## src/rtl/cvp14_pkg.sv

```systemverilog
// Shared definitions for the CVP14 vector datapath units.
// Holds lane geometry, accumulator width, VDOT FSM state encoding,
// saturation bounds and a lane-select helper.
package cvp14_pkg;

  localparam int unsigned LANES = 16;
  localparam int unsigned LW    = 16;
  // 2*LW product bits plus log2(LANES) guard bits so the sum never wraps.
  localparam int unsigned ACCW  = 36;
  localparam int unsigned CNTW  = $clog2(LANES);
  localparam int unsigned VW    = LANES * LW;

  typedef enum logic [1:0] {
    StIdle = 2'd0,
    StMac  = 2'd1,
    StHold = 2'd2
  } state_e;

  localparam logic [LW-1:0] SAT_MAX = 16'h7FFF;
  localparam logic [LW-1:0] SAT_MIN = 16'h8000;

  // Lane idx of a packed vector; lane i occupies bits [LW*i +: LW].
  function automatic logic [LW-1:0] lane_sel(input logic [VW-1:0]   vec,
                                             input logic [CNTW-1:0] idx);
    return vec[idx*LW +: LW];
  endfunction

endpackage

```

## src/rtl/vdot16_mac.sv

```systemverilog
// One multiply-accumulate step of the VDOT unit (purely combinational).
// Ports:
//   lane_a_i, lane_b_i : signed LW-bit lane operands
//   acc_i              : current accumulator (signed, ACCW bits)
//   acc_o              : acc_i + sign-extended lane_a_i * lane_b_i
//   sat_o              : acc_o saturated to a signed LW-bit value
//   ovf_o              : acc_o lies outside the signed LW-bit range
module vdot16_mac
  import cvp14_pkg::*;
(
  input  logic [LW-1:0]   lane_a_i,
  input  logic [LW-1:0]   lane_b_i,
  input  logic [ACCW-1:0] acc_i,
  output logic [ACCW-1:0] acc_o,
  output logic [LW-1:0]   sat_o,
  output logic            ovf_o
);

  localparam logic signed [ACCW-1:0] SumMax = {{(ACCW-LW){1'b0}}, SAT_MAX};
  localparam logic signed [ACCW-1:0] SumMin = {{(ACCW-LW){1'b1}}, SAT_MIN};

  logic signed [2*LW-1:0] prod;
  logic signed [ACCW-1:0] prod_ext;
  logic signed [ACCW-1:0] sum;

  assign prod     = $signed(lane_a_i) * $signed(lane_b_i);
  assign prod_ext = {{(ACCW-2*LW){prod[2*LW-1]}}, prod};
  assign sum      = $signed(acc_i) + prod_ext;
  assign acc_o    = sum;

  always_comb begin
    sat_o = sum[LW-1:0];
    ovf_o = 1'b0;
    if (sum > SumMax) begin
      sat_o = SAT_MAX;
      ovf_o = 1'b1;
    end else if (sum < SumMin) begin
      sat_o = SAT_MIN;
      ovf_o = 1'b1;
    end
  end

endmodule

```

## src/rtl/vdot16.sv

```systemverilog
// Sequential 16-lane signed dot product for the CVP14 VDOT opcode.
// One lane is multiplied and accumulated per cycle; the result is saturated
// to 16 bits. Uses the same level start / held done handshake as VADD16.
// Ports:
//   Clk     : clock, all state on rising edge
//   Reset   : synchronous active-high reset
//   Inval1  : operand A, lane i = bits [16i+15:16i]
//   Inval2  : operand B, same layout
//   start   : level request, held until done is seen
//   done    : result valid, held until start is sampled low
//   DotOut  : saturated signed dot product
//   Overflw : exact sum was outside the signed 16-bit range
module vdot16
  import cvp14_pkg::*;
(
  input  logic          Clk,
  input  logic          Reset,
  input  logic [VW-1:0] Inval1,
  input  logic [VW-1:0] Inval2,
  input  logic          start,
  output logic          done,
  output logic [LW-1:0] DotOut,
  output logic          Overflw
);

  state_e          state_q, state_d;
  logic [VW-1:0]   opa_q, opa_d;
  logic [VW-1:0]   opb_q, opb_d;
  logic [ACCW-1:0] acc_q, acc_d;
  logic [CNTW-1:0] cnt_q, cnt_d;
  logic            done_q, done_d;
  logic [LW-1:0]   dot_q, dot_d;
  logic            ovf_q, ovf_d;

  logic [ACCW-1:0] mac_acc;
  logic [LW-1:0]   mac_sat;
  logic            mac_ovf;

  vdot16_mac u_mac (
    .lane_a_i (lane_sel(opa_q, cnt_q)),
    .lane_b_i (lane_sel(opb_q, cnt_q)),
    .acc_i    (acc_q),
    .acc_o    (mac_acc),
    .sat_o    (mac_sat),
    .ovf_o    (mac_ovf)
  );

  always_comb begin
    state_d = state_q;
    opa_d   = opa_q;
    opb_d   = opb_q;
    acc_d   = acc_q;
    cnt_d   = cnt_q;
    done_d  = done_q;
    dot_d   = dot_q;
    ovf_d   = ovf_q;
    unique case (state_q)
      StIdle: begin
        // Operands are captured only here; later input changes are ignored.
        if (start) begin
          opa_d   = Inval1;
          opb_d   = Inval2;
          acc_d   = '0;
          cnt_d   = '0;
          state_d = StMac;
        end
      end
      StMac: begin
        acc_d = mac_acc;
        cnt_d = cnt_q + 1'b1;
        if (cnt_q == CNTW'(LANES - 1)) begin
          dot_d   = mac_sat;
          ovf_d   = mac_ovf;
          done_d  = 1'b1;
          state_d = StHold;
        end
      end
      StHold: begin
        // A low phase on start is required before the next operation.
        if (!start) begin
          done_d  = 1'b0;
          state_d = StIdle;
        end
      end
      default: state_d = StIdle;
    endcase
  end

  always_ff @(posedge Clk) begin
    if (Reset) begin
      state_q <= StIdle;
      opa_q   <= '0;
      opb_q   <= '0;
      acc_q   <= '0;
      cnt_q   <= '0;
      done_q  <= 1'b0;
      dot_q   <= '0;
      ovf_q   <= 1'b0;
    end else begin
      state_q <= state_d;
      opa_q   <= opa_d;
      opb_q   <= opb_d;
      acc_q   <= acc_d;
      cnt_q   <= cnt_d;
      done_q  <= done_d;
      dot_q   <= dot_d;
      ovf_q   <= ovf_d;
    end
  end

  assign done    = done_q;
  assign DotOut  = dot_q;
  assign Overflw = ovf_q;

endmodule
```

## config.mk

```make
export PLATFORM = sky130hd
export DESIGN_NAME = vdot16
export DESIGN_NICKNAME = d
export VERILOG_FILES = /design/src/rtl/cvp14_pkg.sv /design/src/rtl/vdot16_mac.sv /design/src/rtl/vdot16.sv
export SDC_FILE = /design/constraint.sdc
export NUM_CORES = 2
export LEC_CHECK = 0
export ABC_CLOCK_PERIOD_IN_PS = 11850
export BUFFER_PORTS_ARGS = -buffer_cell sky130_fd_sc_hd__buf_4
export CAP_MARGIN = 5
export CORE_MARGIN = 1
export CORE_UTILIZATION = 58
export CTS_CLUSTER_SIZE = 16
export DETAILED_ROUTE_END_ITERATION = 10
export PLACE_DENSITY_LB_ADDON = 0.08
export SYNTH_ARGS = -nofsm -noshare
export SYNTH_HDL_FRONTEND = slang
export SYNTH_SLANG_ARGS = --single-unit
```

## constraint.sdc

```tcl
create_clock -name Clk -period 11.85 [get_ports Clk]
set_input_delay 1.185 -clock Clk [delete_from_list [all_inputs] [get_ports Clk]]
set_output_delay 1.185 -clock Clk [all_outputs]
set_load 0.1 [all_outputs]
```

==> impl_results.rst <==
.. list-table::
   :header-rows: 1

   * - Metric
     - Value
   * - Starting DRT DRC Count
     - 3,122
   * - Maximum fanout along the worst path
     - 45
   * - Global route total overflow
     - 0
   * - Clock tree root buffer cell
     - sky130_fd_sc_hd__clkbuf_16
   * - Nature of the critical path endpoint
     - flip-flop
   * - H-tree depth reported by CTS
     - 2
   * - Count of input and output buffers
     - 532
   * - Sequential-to-total area share from yosys stat
     - 32.3%
   * - Per-cell via count in the routed design
     - 5.79
   * - Type of element launching the critical path
     - flip-flop
   * - Post-synthesis to final-layout area growth
     - 17.8%
   * - Via count of the first global-routing pass
     - 30,000
   * - Filler cells
     - 5,076
   * - Switching share of power
     - 33.3%
   * - Max_cap viols
     - 0
   * - Proportion of synthesized flip-flops having asynchronous set or reset
     - 0%
   * - Post-detailed-routing wire length
     - 114,000 um
   * - Final setup violation count
     - 0
   * - Clk_skew
     - 0.0279 ns
   * - Post-synthesis sequential element count
     - 572
   * - Post-synthesis instance area
     - 35,400 um2
   * - CTS sink count
     - 572
   * - CTS tree
     - done
   * - Global-route usage over all layers
     - 36.6%
   * - Clock power frac
     - 33.1%
   * - Per-instance average area after synthesis
     - 8.61 um2
   * - Buffer depth of the longest clock path
     - 3
   * - Via count
     - 30,800
   * - Period utilisation layout
     - 84.1%
   * - Kind of critical path
     - flip-flop to flip-flop
   * - Leakage power of the design
     - 18.2 nW
   * - Largest net degree at the start of global routing
     - 212
   * - Minimum clock period
     - 9.97 ns
   * - Post-CTS Setup Bufs
     - 0
   * - I/O pin cnt
     - 533
   * - Data required, critical path
     - 12.31 ns
   * - Total negative slack
     - 0 ns
   * - Slew HR
     - 21.7%
   * - Post-CTS sizing
     - 0
   * - Synth warnings
     - 0
   * - Nets in the synthesized netlist
     - 5,054
   * - Min-delay worst type
     - flip-flop to flip-flop
   * - Net switching power figure
     - 1.87 mW
   * - Power per standard cell area
     - 134 nW/um2
   * - Num rows
     - 90
   * - Number of unique standard cell types used by synthesis
     - 63
   * - Fraction of layout cells with a size suffix above 1
     - 18.5%
   * - Detailed-route DRC error count
     - 0
   * - Relative contribution of sequential cells to total power
     - 38.0%
   * - Number of enable-type register cells in the synthesized netlist
     - 0
   * - Number of nets at the end of the flow
     - 5,419
   * - Critical Path Start
     - cnt_q[1]
   * - Core area
     - 60,400 um2
   * - RSZ-0062 raised after global routing
     - false
   * - Global-route wire length before repair
     - 175,000 um
   * - Estimated wirelength of the detail-placed design
     - 87,100 um
   * - Clock-pin slew of the registers on the worst-case setup and hold paths
     - 0.06 ns
   * - Post-Synthesis Cells
     - 4,117
   * - Source-to-sink clock delay at the later pin of the worst-skew pair
     - 0.65 ns
   * - Crit path DAT
     - 10.43 ns
   * - Run status
     - complete, no violations
   * - Primary FF master, synth
     - sky130_fd_sc_hd__dfxtp_1
   * - Number of buffers added by the clock tree synthesis step
     - 59
   * - Internal power
     - 3.74 mW
   * - Worst-margin pin slew
     - 1.17 ns
   * - Combinational power share
     - 28.8%
   * - Area of the die
     - 62,100 um2
   * - Number of pins with negative max-slew slack in the final report
     - 0
   * - Start of the worst register-to-register path
     - cnt_q[1]
   * - Starting utilization of the core area
     - 58.7%
   * - Wire per inst
     - 21.5 um
   * - Number of hold violations in the final report
     - 0
   * - Horizontal extent of the die
     - 249 um
   * - Total power draw
     - 5.60 mW
   * - Final antenna-violating net count
     - 0
   * - Number of detailed-route iterations in the first pass
     - 6
   * - Max Freq
     - 100 MHz
   * - Initial antenna violation count
     - 17
   * - Cts hold-fix bufs
     - 0
   * - Launch point of the worst hold path
     - opb_q[177]
   * - Gpl congestion
     - 0.957
   * - Worst-case vdd ir drop
     - 0.123 mV
   * - Height of the chip
     - 249 um
[cells in the mapped netlist, types with 8 or more instances]
cell type                  instances  area [um2]
sky130_fd_sc_hd__o21a_1           14         105
sky130_fd_sc_hd__mux4_2          136        3060
sky130_fd_sc_hd__nand3_1          48         240
sky130_fd_sc_hd__o21ai_1          15        75.1
sky130_fd_sc_hd__xnor2_1          16         140
sky130_fd_sc_hd__inv_1           350        1310
sky130_fd_sc_hd__nor2b_1          14        87.6
sky130_fd_sc_hd__nor2_1          216         811
sky130_fd_sc_hd__and4_1            9        78.8
sky130_fd_sc_hd__fa_1            314        6290
sky130_fd_sc_hd__nand2b_1         15        93.8
sky130_fd_sc_hd__xor2_1           15         131
sky130_fd_sc_hd__clkbuf_1        245         920
sky130_fd_sc_hd__mux2i_1          27         270
sky130_fd_sc_hd__a21o_1           13        97.6
sky130_fd_sc_hd__o21ai_0          30         150
sky130_fd_sc_hd__buf_1            19        71.3
sky130_fd_sc_hd__dfxtp_1         572       11500
sky130_fd_sc_hd__nor3_1           16        80.1
sky130_fd_sc_hd__mux2_2           24         270
sky130_fd_sc_hd__a21oi_1         584        2920
sky130_fd_sc_hd__a211oi_1          8        60.1
sky130_fd_sc_hd__nand2_1        1198        4500
sky130_fd_sc_hd__ha_1            108        1350
sky130_fd_sc_hd__o32ai_1          10        87.6
[power groups by stage]
| stage | Clock [mW] | Sequential (mW) | Combinational [mW] |
|---|---|---|---|
| 3_5_place_dp | 0 | 2.17 | 1.59 |
| 6_report | 1.86 | 2.13 | 1.62 |
| 2_1_floorplan | 0 | 2.13 | 1.08 |
| 5_1_grt | 1.95 | 2.14 | 1.78 |
| 4_1_cts | 1.87 | 2.13 | 1.59 |
| 3_3_place_gp | 0 | 2.17 | 1.57 |
[path summary, 6_finish.rpt]
path	slack, ns	to	depth (start not counted)
worst max-delay path	1.88	DotOut[2]	27
worst min-delay path	0.45	opb_q[177]	2
worst max register to register	1.88	DotOut[2]	27
worst min register to register	0.45	opb_q[177]	2
[cell usage in the layout (no fill, tap or decap), types with 9 or more instances in the layout]
master / Yosys / routed
sky130_fd_sc_hd__inv_1: 350 / 350
sky130_fd_sc_hd__o32ai_1: 10 / 10
sky130_fd_sc_hd__ha_1: 108 / 108
sky130_fd_sc_hd__fa_1: 314 / 314
sky130_fd_sc_hd__a21o_1: 13 / 13
sky130_fd_sc_hd__and4_1: 9 / 9
sky130_fd_sc_hd__nor2_1: 216 / 216
sky130_fd_sc_hd__xor2_1: 15 / 15
sky130_fd_sc_hd__a21oi_1: 584 / 584
sky130_fd_sc_hd__nand3_1: 48 / 48
sky130_fd_sc_hd__nand2_1: 1198 / 1198
sky130_fd_sc_hd__mux2i_1: 27 / 27
sky130_fd_sc_hd__dfxtp_1: 572 / 568
sky130_fd_sc_hd__clkbuf_8: 0 / 13
sky130_fd_sc_hd__clkbuf_16: 0 / 59
sky130_fd_sc_hd__mux2_2: 24 / 24
sky130_fd_sc_hd__nor2b_1: 14 / 13
sky130_fd_sc_hd__buf_4: 0 / 569
sky130_fd_sc_hd__nor3_1: 16 / 16
sky130_fd_sc_hd__o21a_1: 14 / 14
sky130_fd_sc_hd__o21ai_1: 15 / 19
sky130_fd_sc_hd__o21ai_0: 30 / 26
sky130_fd_sc_hd__xnor2_1: 16 / 16
sky130_fd_sc_hd__mux4_2: 136 / 136
sky130_fd_sc_hd__clkbuf_1: 245 / 16
sky130_fd_sc_hd__nand2b_1: 15 / 15
[layer usage]
layer,wire [um],global-route usage [%],share of wire [%],vias up
met5,110,0,0.096,-
li1,-,-,-,14100
met2,53300,58.0,47,1330
met1,46900,50.8,41,15100
met3,9640,6.48,8.4,196
met4,4040,12.4,3.5,18
[worst max-delay path, cell delays in order, from the launching register on]
cell and delay [ns]:
sky130_fd_sc_hd__dfxtp_4 0.86, sky130_fd_sc_hd__buf_12 0.35, sky130_fd_sc_hd__mux4_2 0.36, sky130_fd_sc_hd__mux2i_1 0.21, sky130_fd_sc_hd__nand2_1 0.15, sky130_fd_sc_hd__o21ai_1 0.70, sky130_fd_sc_hd__inv_1 0.16, sky130_fd_sc_hd__nand2_1 0.23
sky130_fd_sc_hd__fa_1 0.48, sky130_fd_sc_hd__fa_1 0.54, sky130_fd_sc_hd__inv_1 0.27, sky130_fd_sc_hd__fa_1 0.51, sky130_fd_sc_hd__fa_1 0.50, sky130_fd_sc_hd__fa_1 0.49, sky130_fd_sc_hd__inv_1 0.05, sky130_fd_sc_hd__fa_1 0.47
sky130_fd_sc_hd__inv_1 0.04, sky130_fd_sc_hd__ha_1 0.40, sky130_fd_sc_hd__and4_1 0.26, sky130_fd_sc_hd__and2_1 0.15, sky130_fd_sc_hd__a32oi_1 0.31, sky130_fd_sc_hd__o21ai_2 0.12, sky130_fd_sc_hd__o21ba_1 0.20, sky130_fd_sc_hd__or3_1 0.32
sky130_fd_sc_hd__a2111o_1 0.41, sky130_fd_sc_hd__or4_4 0.53, sky130_fd_sc_hd__o21ai_4 0.43, sky130_fd_sc_hd__a2111oi_0 0.21
[state kept, by name, summed over array words and instances, names as in the netlist]
| register | count |
|---|---|
| opa_q | 256 |
| opb_q | 256 |
| acc_q | 36 |
| DotOut | 16 |
| cnt_q | 4 |
| state_q | 2 |
| Overflw | 1 |
| done | 1 |
[area by class of cell]
type                            instances  area [um2]  area share, %
Inverter                              350        1310           3.15
Timing Repair Buffer                  576        4410           10.6
Clock inverter                         17         190          0.456
Tap cell                              782         978           2.34
Clock buffer                           88        1720           4.11
Sequential cell                       572       11500           27.5
Antenna cell                            8        20.0         0.0480
Multi-Input combinational cell       2923       21600           51.9
[per-stage QoR]
stage	util, %	instance area [um2]	setup slack [ns]	hold slack, ns	instances
detailed placement	65.9	39800	2.04	0.444	5203
global placement	65.9	39800	2.14	0.439	5203
CTS	69.1	41700	2.02	0.453	5308
finish	69.1	41700	1.88	0.452	5316
global route	69.1	41700	1.37	0.468	5315
floorplan	-	35400	2.48	0.433	4117
[kinds of logic after synthesis]
family                     count (synthesis)  share of synthesized area, %
xor gates and xnor gates                  31                         0.766
muxes                                    187                          10.2
DFF                                      572                          32.3
and+or+nand+nor                         1557                          17.4
adders and majority gates                422                          21.6
buffers and inverters                    622                          6.63
AOI/OAI and AO/OA                        726                          11.1
No activity file was read; power rests on OpenSTA's default activity.
